===== src/rtl/cache_pkg.sv =====
// Shared cache-path definitions: line geometry and the write-back FSM state type,
// used by the write-back engine, the line-fill adapter and the cache controller.
package cache_pkg;

    localparam int WORD_W         = 32;
    localparam int WORDS_PER_LINE = 8;
    localparam int LINE_W         = WORD_W * WORDS_PER_LINE;
    localparam int OFFSET_BITS    = 5;

    typedef logic [LINE_W-1:0] line_t;

    typedef enum logic [1:0] {
        WB_IDLE  = 2'd0,
        WB_WRITE = 2'd1,
        WB_DONE  = 2'd2
    } wb_state_t;

endpackage


===== src/rtl/wb_next_dirty.sv =====
// Priority encoder for the dirty-mask build (WB_DIRTY_MASK_EN): lowest dirty index above
// cur_idx (or at it, when incl_cur is set), plus a flag saying whether one exists.
`ifdef WB_DIRTY_MASK_EN
module wb_next_dirty #(
    parameter int WORDS_PER_LINE = 8,
    parameter int IDX_W          = $clog2(WORDS_PER_LINE)
) (
    input  logic [WORDS_PER_LINE-1:0] mask,
    input  logic [IDX_W-1:0]          cur_idx,
    input  logic                      incl_cur,
    output logic [IDX_W-1:0]          nxt_idx,
    output logic                      nxt_vld
);

    // Scan from the top down so the lowest qualifying index is the one left standing.
    always_comb begin
        nxt_idx = '0;
        nxt_vld = 1'b0;
        for (int i = WORDS_PER_LINE - 1; i >= 0; i--) begin
            if (mask[i] && ((i > int'(cur_idx)) || (incl_cur && (i == int'(cur_idx))))) begin
                nxt_idx = IDX_W'(i);
                nxt_vld = 1'b1;
            end
        end
    end

endmodule
`endif


===== src/rtl/cache_line_writeback.sv =====
// Write-back engine: serialises one evicted 256-bit line into 32-bit memory writes.
// Optional WB_DIRTY_MASK_EN adds wbDirty so that only dirty words are written.
module cache_line_writeback #(
    parameter int WORD_W         = 32,
    parameter int WORDS_PER_LINE = 8,
    parameter int ADDR_W         = 32
) (
    input  logic                             CLK,
    input  logic                             RST,
    input  logic                             wbStart,
    input  logic [ADDR_W-1:0]                wbAddr,
    input  logic [WORD_W*WORDS_PER_LINE-1:0] wbLine,
`ifdef WB_DIRTY_MASK_EN
    input  logic [WORDS_PER_LINE-1:0]        wbDirty,
`endif
    output logic                             wbBusy,
    output logic                             wbDone,
    output logic                             memWE,
    output logic [ADDR_W-1:0]                memAddr,
    output logic [WORD_W-1:0]                memDout,
    input  logic                             memAck
);

    import cache_pkg::*;

    localparam int IDX_W     = $clog2(WORDS_PER_LINE);
    localparam int BASE_W    = ADDR_W - OFFSET_BITS;
    localparam int LINE_BITS = WORD_W * WORDS_PER_LINE;

    wb_state_t              state_q, state_d;
    logic [IDX_W-1:0]       idx_q, idx_d;
    logic [BASE_W-1:0]      base_q, base_d;
    logic [LINE_BITS-1:0]   line_q, line_d;
    logic [ADDR_W-1:0]      mem_addr_q, mem_addr_d;
    logic [WORD_W-1:0]      mem_dout_q, mem_dout_d;

    logic [IDX_W-1:0]       first_idx, next_idx;
    logic                   first_vld, next_vld;
    logic                   addr_lsb_unused;

    assign addr_lsb_unused = ^wbAddr[OFFSET_BITS-1:0];

    function automatic logic [WORD_W-1:0] word_of(input logic [LINE_BITS-1:0] line,
                                                  input logic [IDX_W-1:0]     idx);
        return line[int'(idx)*WORD_W +: WORD_W];
    endfunction

    // Word index lands in the offset field, so the address can never carry out of the line.
    function automatic logic [ADDR_W-1:0] addr_of(input logic [BASE_W-1:0] base,
                                                  input logic [IDX_W-1:0]  idx);
        return {base, idx, {(OFFSET_BITS-IDX_W){1'b0}}};
    endfunction

`ifdef WB_DIRTY_MASK_EN
    logic [WORDS_PER_LINE-1:0] mask_q, mask_d, srch_mask;
    logic [IDX_W-1:0]          srch_cur, srch_idx;
    logic                      srch_incl, srch_vld;

    // In IDLE the encoder looks for the first dirty word of the incoming mask;
    // in WRITE it looks for the next dirty word after the current one.
    assign srch_incl = (state_q == WB_IDLE);
    assign srch_mask = srch_incl ? wbDirty : mask_q;
    assign srch_cur  = srch_incl ? '0 : idx_q;

    wb_next_dirty #(
        .WORDS_PER_LINE(WORDS_PER_LINE),
        .IDX_W(IDX_W)
    ) u_next_dirty (
        .mask(srch_mask),
        .cur_idx(srch_cur),
        .incl_cur(srch_incl),
        .nxt_idx(srch_idx),
        .nxt_vld(srch_vld)
    );

    assign first_idx = srch_idx;
    assign first_vld = srch_vld;
    assign next_idx  = srch_idx;
    assign next_vld  = srch_vld;

    always_comb begin
        mask_d = mask_q;
        if ((state_q == WB_IDLE) && wbStart) begin
            mask_d = wbDirty;
        end
    end

    always_ff @(posedge CLK) begin
        mask_q <= mask_d;
    end
`else
    assign first_idx = '0;
    assign first_vld = 1'b1;
    assign next_idx  = idx_q + IDX_W'(1);
    assign next_vld  = (idx_q != IDX_W'(WORDS_PER_LINE - 1));
`endif

    always_comb begin
        state_d    = state_q;
        idx_d      = idx_q;
        base_d     = base_q;
        line_d     = line_q;
        mem_addr_d = mem_addr_q;
        mem_dout_d = mem_dout_q;
        case (state_q)
            WB_IDLE: begin
                if (wbStart) begin
                    line_d = wbLine;
                    base_d = wbAddr[ADDR_W-1:OFFSET_BITS];
                    if (first_vld) begin
                        state_d    = WB_WRITE;
                        idx_d      = first_idx;
                        mem_addr_d = addr_of(wbAddr[ADDR_W-1:OFFSET_BITS], first_idx);
                        mem_dout_d = word_of(wbLine, first_idx);
                    end else begin
                        state_d = WB_DONE;
                        idx_d   = '0;
                    end
                end
            end
            WB_WRITE: begin
                if (memAck) begin
                    if (next_vld) begin
                        idx_d      = next_idx;
                        mem_addr_d = addr_of(base_q, next_idx);
                        mem_dout_d = word_of(line_q, next_idx);
                    end else begin
                        state_d = WB_DONE;
                    end
                end
            end
            WB_DONE: begin
                state_d = WB_IDLE;
            end
            default: begin
                state_d = WB_IDLE;
            end
        endcase
    end

    // Reset aborts any transfer at once; line and base are data and need no reset.
    always_ff @(posedge CLK) begin
        if (RST) begin
            state_q    <= WB_IDLE;
            idx_q      <= '0;
            mem_addr_q <= '0;
            mem_dout_q <= '0;
        end else begin
            state_q    <= state_d;
            idx_q      <= idx_d;
            mem_addr_q <= mem_addr_d;
            mem_dout_q <= mem_dout_d;
        end
        base_q <= base_d;
        line_q <= line_d;
    end

    assign memWE   = (state_q == WB_WRITE);
    assign wbBusy  = (state_q != WB_IDLE);
    assign wbDone  = (state_q == WB_DONE);
    assign memAddr = mem_addr_q;
    assign memDout = mem_dout_q;

endmodule


===== config.mk =====
export PLATFORM = sky130hd
export DESIGN_NAME = cache_line_writeback
export DESIGN_NICKNAME = d
export VERILOG_FILES = /design/src/rtl/cache_pkg.sv /design/src/rtl/wb_next_dirty.sv /design/src/rtl/cache_line_writeback.sv
export SDC_FILE = /design/constraint.sdc
export NUM_CORES = 1
export LEC_CHECK = 0
export ABC_AREA = 1
export BUFFER_PORTS_ARGS = -buffer_cell sky130_fd_sc_hd__buf_2
export CAP_MARGIN = 30
export CELL_PAD_IN_SITES_DETAIL_PLACEMENT = 0
export CELL_PAD_IN_SITES_GLOBAL_PLACEMENT = 2
export CORE_MARGIN = 10
export CORE_UTILIZATION = 30
export CTS_BUF_LIST = sky130_fd_sc_hd__clkbuf_4
export DETAILED_ROUTE_END_ITERATION = 8
export GPL_ROUTABILITY_DRIVEN = 0
export PLACE_DENSITY_LB_ADDON = 0.1
export SETUP_SLACK_MARGIN = 0.02
export SLEW_MARGIN = 20
export SYNTH_ARGS = -nofsm -noshare
export SYNTH_HDL_FRONTEND = slang
export SYNTH_HIERARCHICAL = 1
export SYNTH_SLANG_ARGS = --single-unit
export TNS_END_PERCENT = 20

===== constraint.sdc =====
create_clock -name CLK -period 13.6 [get_ports CLK]
set_clock_uncertainty 0.05 [all_clocks]
set_input_delay 1.36 -clock CLK [delete_from_list [all_inputs] [get_ports CLK]]
set_output_delay 1.36 -clock CLK [all_outputs]
set_load 0.03 [all_outputs]

Word level (Yosys, flattened, before mapping)
Cells that the tools add are included.
{"block": "totals", "reg_bits": 352}
{"block": "classes", "n_addsub": 1, "n_eq_ne": 7, "shift": 1, "n_mux": 16, "reduce_logical": 6}
{"operator": "indexed part select 256 x 9 -> 32 bit", "n": 1}
{"operator": "two-way mux 32 bit", "n": 6}
{"operator": "case mux 32 bit (2 select lines)", "n": 2}
{"operator": "two-way mux 3 bit", "n": 3}
{"operator": "two-way mux 2 bit", "n": 3}
{"operator": "case mux 3 bit (2 select lines)", "n": 1}
{"operator": "inequality test 2 x 1 -> 1 bit, second input constant", "n": 2}
{"operator": "inequality test 2 bit, second input constant", "n": 2}
{"operator": "case mux 2 bit (2 select lines)", "n": 1}
{"operator": "AND reduction 4 bit", "n": 1}
{"operator": "nonzero test 2 bit", "n": 2}
{"operator": "adder 3 x 1 -> 3 bit, second input constant", "n": 1}
{"operator": "inequality test 3 bit, second input constant", "n": 1}
{"operator": "AND reduction 3 bit", "n": 1}
{"operator": "== test 2 x 1 -> 1 bit, second input constant", "n": 1}
{"operator": "== test 2 bit, second input constant", "n": 1}
{"operator": "logical NOT 2 bit", "n": 1}
{"operator": "AND reduction 2 bit", "n": 1}

Depth between registers and ports, before layout
Gate-level depths: netlist of run 1.
{"block": "depth", "depth_word": 5, "depth_mapped": 10, "depth_no_buf": 8}

Worst setup path before layout of run 1
Ideal clock, no wire load.
{"block": "synth_timing", "path_kind": "input to register", "start": "input port wbStart", "end": "register base_q[0] (enable)", "setup_ns": 0.936, "t_arrival_ns": 13.102, "required_time_ns": 12.614, "setup_slack_ns": -0.487, "cell_stages": 2, "cell_sequence": "inv_1 > nor2_1"}
{"block": "synth_via", "elab_chain_len": 1}
{"item": "start, declared", "line_no": "cache_line_writeback.sv:10", "text": "input logic wbStart,"}
{"item": "AND reduction 2 bit (no line)"}
{"item": "end signal, assigned", "line_no": "cache_line_writeback.sv:154", "text": "base_q <= base_d;"}
{"item": "end, declared", "line_no": "cache_line_writeback.sv:32", "text": "logic [BASE_W-1:0] base_q, base_d;"}
No other way between the ends.
A chain may end at the register's enable or synchronous reset.

Worst setup path after layout of run 1
{"block": "layout_timing", "start": "register state_q[0]", "end": "output port memWE"}
{"block": "layout_via", "elab_chain_len": 1}
{"item": "start, declared", "line_no": "cache_line_writeback.sv:30", "text": "wb_state_t state_q, state_d;"}
{"item": "start signal, assigned", "line_no": "cache_line_writeback.sv:149", "text": "state_q <= state_d;"}
{"item": "== test 2 x 1 -> 1 bit", "line_no": "cache_line_writeback.sv:158", "text": "assign memWE = (state_q == WB_WRITE);"}
{"item": "end, declared", "line_no": "cache_line_writeback.sv:18", "text": "output logic memWE,"}
No other way between the ends.

==> impl_metrics.py, run 1 <==
metrics = {
    "status": {
        "status": "finished, final reports clean",
    },
    "routing": {
        "wirelength_mm": 50.5,
        "detail_route.wl_per_cell_um": 18.0,
        "ant_nets": 0,
        "drc": 0,
        "drt_iter0_markers": 551,
        "drt_pass1_iterations": 5,
        "dr_total_vias": 11800,
        "via_per_inst": 4.20,
    },
    "die": {
        "core_area_sq_um": 50200,
        "die_width_um": 245,
        "start_util_pct": 30.3,
        "ioPinCount": 359,
        "dieArea_sq_um": 60100,
        "rows": 82,
        "dieHeight_um": 245,
    },
    "sta": {
        "setup_violations": 0,
        "tightest_slew_ns": 1.01,
        "hold_viol_final": 0,
        "timing.fmax_mhz": 248,
        "rsz0062_at_grt": "false",
        "period_needed_ns": 4.04,
        "max-slew-margin-rel_pct": 33.0,
        "tns_ns": 0,
        "fin_ws_ns": 9.56,
        "slew_viol_final": 0,
        "period_share_pct": 29.7,
    },
    "placed_design": {
        "io_buffer_count": 351,
        "pre_cts_slack_ns": 9.75,
        "hpwlAfterDp_mm": 33.9,
    },
    "clock_network": {
        "post_cts_resized": 0,
        "ctsHoldBuffers": 0,
        "cts_sinks": 347,
        "post-cts-setup-buffers": 0,
        "root_buffer": "clkbuf_4",
        "cts_tree": "done",
        "cts_buffers": 102,
        "clkTransAtPathRegs_ns": 0.06,
        "clk_latency_ns": 0.82,
        "htree_levels": 3,
        "cts_buffer_depth": 3,
    },
    "setup_path": {
        "crit_slowest_cell": "dfxtp_2",
        "cp-start-kind": "flop",
        "worstPathArrival_ns": 2.63,
        "path_cells": "nand2_2 > inv_1 > buf_2",
        "worst-setup-path-type": "flop to output port",
        "required_ns": 12.19,
        "path_max_fanout": 30,
        "cpPeakStageDelay_ns": 0.75,
        "cp-end-kind": "output port",
    },
    "finish": {
        "fillers": 5266,
        "syn_to_final_growth_pct": 25.5,
        "drive_above_1_share_pct": 25.7,
        "nets": 2335,
    },
    "yosys": {
        "ys_ff_latch": 347,
        "synth_cell_type_count": 24,
        "yosys_warnings": 6,
        "synth_top_cell_by_area": "edfxtp_1",
        "ys_seq_area_share_pct": 64.3,
        "syn_inst": 1652,
        "synthTopCellsByArea": "edfxtp_1 (56%), nand2_1 (13%), inv_1 (8.9%)",
        "avgSynthCellArea_sq_um": 9.20,
        "netlist.area_leader.share_pct": 55.9,
        "syn-cell-area_sq_um": 15200,
    },
    "min_path": {
        "hp-class": "flop to flop",
    },
    "global_routing": {
        "grt_usage_pct": 16.6,
        "grt_max_degree": 175,
        "grt_overflow": 0,
        "antenna_found_initial": 7,
        "grt_pass1_vias": 12000,
        "grt_pass1_wl_mm": 75.1,
    },
    "power": {
        "vdd_ir_drop_max_mv": 0.0623,
        "p_per_area_nw_per_um2": 141,
        "leakage_nw": 9.39,
    },
    "flow_run": {
        "drv_cap": 0,
    },
}
[worst max-delay path, delay by kind of cell, from the launching register on]
kind | cells | cell delay, ns
buffers and inverters | 2 | 0.43
flip-flops | 1 | 0.75
AND/OR/NAND/NOR | 1 | 0.64
[routing by layer]
layer	routed length, um	up-vias	GRT usage [%]
met5	52	-	0
met4	913	8	4.66
met3	3620	86	5.76
met2	22200	335	24.8
met1	23700	5352	22.3
li1	-	5990	-
[path summary, 6_finish.rpt]
path              start     endpoint  slack, ns  cells past startpoint
max reg2reg    idx_q[0]  memDout[12]      10.25                      9
max          state_q[0]        memWE       9.56                      3
min reg2reg  memAddr[6]   memAddr[6]       0.41                      2
min          memAddr[6]   memAddr[6]       0.41                      2
[power by group]
| group | internal, W | switching (W) | leakage [nW] |
|---|---|---|---|
| Clock | 0.000609 | 0.000472 | 0.837 |
| Sequential | 0.00123 | 0.0000234 | 3.24 |
| Combinational | 0.000109 | 0.000235 | 5.32 |
| Total | 0.00195 | 0.000730 | 9.39 |
[cell families (layout without fill, tap and decap cells)]
| group | count (synthesis) | after routing | synth area share, % |
|---|---|---|---|
| AND/OR/NAND/NOR | 791 | 791 | 21.6 |
| buffers and inverters | 445 | 916 | 11.6 |
| flip-flops | 347 | 347 | 64.3 |
| AO/OA/AOI/OAI | 66 | 66 | 2.26 |
| adder cells (fa/ha/maj) | 2 | 2 | 0.165 |
| other | 1 | 8 | 0.0247 |
[synth_stat cells]
master and instances:
buf_4 13, nor2_2 1, a21oi_1 63, nand3_1 160, nand3_4 1, ha_1 2, nor2_4 1, conb_1 1
o21a_1 1, inv_1 361, nor2_1 68, clkbuf_1 35, nand3_2 1, inv_2 2, o21ai_0 1, buf_1 9
buf_2 22, dfxtp_1 64, edfxtp_1 283, nand2_1 528, nand2_2 2, nand4_1 29, buf_6 3, a21oi_4 1
[layout make-up]
class	count	area (sq um)	share of cell area [%]
Inverter	363	1370	7.16
Timing Repair Buffer	366	1950	10.2
Tap cell	672	841	4.41
Sequential cell	347	9780	51.3
Multi-Input combinational cell	861	3690	19.3
Clock inverter	34	275	1.44
Antenna cell	6	15.0	0.0787
Clock buffer	153	1150	6.02
[through the flow]
stage	instance area [sq um]	hold slack [ns]	total power, W	cells	utilization, %
floorplan	15200	0.540	0.00150	1653	-
global placement	17500	0.402	0.00162	2605	34.9
detailed placement	17600	0.403	0.00163	2608	35.1
CTS	19000	0.414	0.00274	2795	37.9
global route	19100	0.435	0.00284	2798	38.0
finish	19100	0.413	0.00268	2802	38.0
[cell usage in the layout (no fill, tap or decap), types with 10 or more instances in the layout]
cell type,Yosys,layout
nand2_1,528,528
buf_2,22,351
nor2_1,68,67
dfxtp_1,64,62
edfxtp_1,283,283
a21oi_1,63,63
nand4_1,29,29
nand3_1,160,160
inv_1,361,360
clkinv_1,0,22
buf_4,13,10
clkbuf_4,0,153
[registers in the layout (all words and copies together), names as in the netlist]
| signal | count |
|---|---|
| state_q | 2 |
| line_q | 256 |
| base_q | 27 |
| idx_q | 2 |
| memAddr | 28 |
| memDout | 32 |
Power figures use the tool's default switching activity.
==> run 2, diff against run 1 <==
--- a/config.mk
+++ b/config.mk
@@ -11,7 +11,7 @@
 export CELL_PAD_IN_SITES_DETAIL_PLACEMENT = 0
 export CELL_PAD_IN_SITES_GLOBAL_PLACEMENT = 2
 export CORE_MARGIN = 10
-export CORE_UTILIZATION = 30
+export CORE_UTILIZATION = 33
 export CTS_BUF_LIST = sky130_fd_sc_hd__clkbuf_4
 export DETAILED_ROUTE_END_ITERATION = 8
 export GPL_ROUTABILITY_DRIVEN = 0
==> constraint.sdc (replaced) <==
create_clock -name CLK -period 3.9 [get_ports CLK]
set_clock_uncertainty 0.05 [all_clocks]
set_input_delay 0.39 -clock CLK [delete_from_list [all_inputs] [get_ports CLK]]
set_output_delay 0.39 -clock CLK [all_outputs]
set_load 0.03 [all_outputs]
==> impl_metrics.py, run 2 (synthesized netlist as in run 1, its figures left out) <==
metrics = {
    "clock_network": {
        "htree_levels": 3,
        "root_buffer": "clkbuf_4",
        "cts_tree": "done",
        "cts_buffers": 98,
        "clkTransAtPathRegs_ns": 0.06,
        "post-cts-setup-buffers": 0,
        "clk_latency_ns": 0.83,
        "cts_buffer_depth": 3,
        "cts_sinks": 347,
    },
    "sta": {
        "setup_violations": 0,
        "period_needed_ns": 3.58,
        "slew_viol_final": 0,
        "period_share_pct": 91.7,
        "fin_ws_ns": 0.322,
        "tightest_slew_ns": 0.945,
        "hold_viol_final": 0,
        "rsz0062_at_grt": "false",
        "max-slew-margin-rel_pct": 37.0,
        "timing.fmax_mhz": 280,
    },
    "finish": {
        "drive_above_1_share_pct": 23.0,
        "largest_reg_flops": 256,
        "stdcell_area_sq_um": 21800,
        "final_common_cell": "nand2_1",
        "final_cell_mix": "nand2_1 (528), inv_1 (359), buf_2 (351)",
        "nets": 2627,
        "syn_to_final_growth_pct": 43.4,
        "largest-register": "line_q",
    },
    "power": {
        "clkPwrFrac_pct": 36.5,
        "swShare_pct": 27.7,
        "power_w": 0.00919,
        "p_per_area_nw_per_um2": 422,
        "p_comb_share_pct": 16.0,
        "intPower_w": 0.00664,
        "seqPwrFrac_pct": 47.6,
        "p_sw_w": 0.00255,
        "vdd_ir_drop_max_mv": 0.226,
        "leakage_nw": 10.6,
    },
    "routing": {
        "drt_pass1_iterations": 5,
        "drc": 0,
        "detail_route.wl_per_cell_um": 17.1,
        "dr_total_vias": 12900,
        "wirelength_mm": 51.6,
        "via_per_inst": 4.27,
        "ant_nets": 0,
        "drt_iter0_markers": 764,
    },
    "setup_path": {
        "r2r_slack_ns": 1.12,
        "worstSetupStartpoint": "state_q[0]",
        "worst-setup-path-type": "flop to output port",
        "cp-start-kind": "flop",
        "path_max_fanout": 28,
        "crit_end": "memWE",
        "rr_worst_depth": 9,
        "r2r_end": "memAddr[20]",
        "required_ns": 3.46,
        "worstPathArrival_ns": 3.14,
        "crit-reg2reg-launch": "state_q[0]",
        "cp-end-kind": "output port",
    },
    "global_routing": {
        "grt_pass1_wl_mm": 79.4,
        "grt_max_degree": 82,
        "grt_usage_pct": 18.4,
        "grt_pass1_vias": 13400,
        "grt_overflow": 0,
        "antenna_found_initial": 7,
    },
    "placed_design": {
        "pre_cts_slack_ns": 1.06,
        "hpwlAfterDp_mm": 33.5,
        "io_buffer_count": 351,
        "postPlaceCellArea_sq_um": 17700,
    },
    "die": {
        "dieArea_sq_um": 55000,
        "die_width_um": 235,
        "dieHeight_um": 235,
        "core_area_sq_um": 45500,
        "start_util_pct": 33.4,
        "rows": 78,
        "ioPinCount": 359,
    },
    "status": {
        "status": "finished, final reports clean",
    },
    "flow_run": {
        "drv_cap": 0,
    },
    "min_path": {
        "hp-class": "input pin to flop",
    },
}
## run 2: cell types whose count changed in the layout (fill, tap and decap cells not counted), moves of 2 or more
| cell | before | now |
|---|---|---|
| diode_2 | 6 | 8 |
| bufinv_16 | 5 | 0 |
| inv_2 | 1 | 4 |
| buf_12 | 2 | 6 |
| dlygate4sd3_1 | 0 | 284 |
| clkinv_1 | 22 | 16 |
| buf_4 | 10 | 18 |
| clkinv_2 | 6 | 2 |
## run 2: power by group through the flow
stage                     logic (W)  registers (W)  clock network [W]
after floorplan            0.000610        0.00459                  0
after CTS                   0.00149        0.00438            0.00349
after global placement      0.00124        0.00445                  0
final                       0.00147        0.00437            0.00335
after detailed placement    0.00125        0.00446                  0
after global routing        0.00163        0.00440            0.00368
## run 2: critical path: stages (launching register included)
cell,delay [ns]
dfxtp_2,0.66
buf_4,0.42
nand2_2,0.16
buf_4,0.27
inv_1,0.48
buf_2,0.31
## run 2: routing by layer
layer	GRT usage, %	up-vias	wire length, um
li1	-	6570	-
met1	24.5	5866	24200
met2	28.5	358	23400
met3	5.15	85	2970
met4	5.91	0	1070
met5	0	-	0
## run 2: worst min path at each step
stage                      from          end  slack [ns]  depth (start not counted)
floorplan             wbAddr[5]    base_q[0]        0.44                          0
global placement     memAddr[8]   memAddr[8]        0.40                          2
detailed placement  memAddr[26]  memAddr[26]        0.40                          2
CTS                     wbStart  line_q[188]        0.05                          3
global route                RST   memDout[3]        0.07                          4
finish                  wbStart  line_q[156]        0.14                          3
## run 2: area by class of cell
cell class	count	area (sq um)
sequential	347	9790
inverter	363	1370
fill	4406	23700
clock buffer	153	1150
multi-input combinational	861	3690
antenna	8	20.0
clock inverter	22	93.8
timing repair buffer	662	4940
tap	600	751
## run 2: repair_timing
action,4_1_cts,5_1_grt
hold buffers,284,0
hold endpoints to repair,347,0
gates resized for setup,0,0
## run 2: per-stage QoR
stage	std cells	hold WS (ns)	setup TNS, ns	util (%)
2_1_floorplan	1653	0.439	-376.97	-
3_3_place_gp	2546	0.402	0	38.7
3_5_place_dp	2549	0.403	0	38.9
4_1_cts	3008	0.0464	0	47.9
5_1_grt	3016	0.0723	0	47.9
6_report	3016	0.143	0	47.9
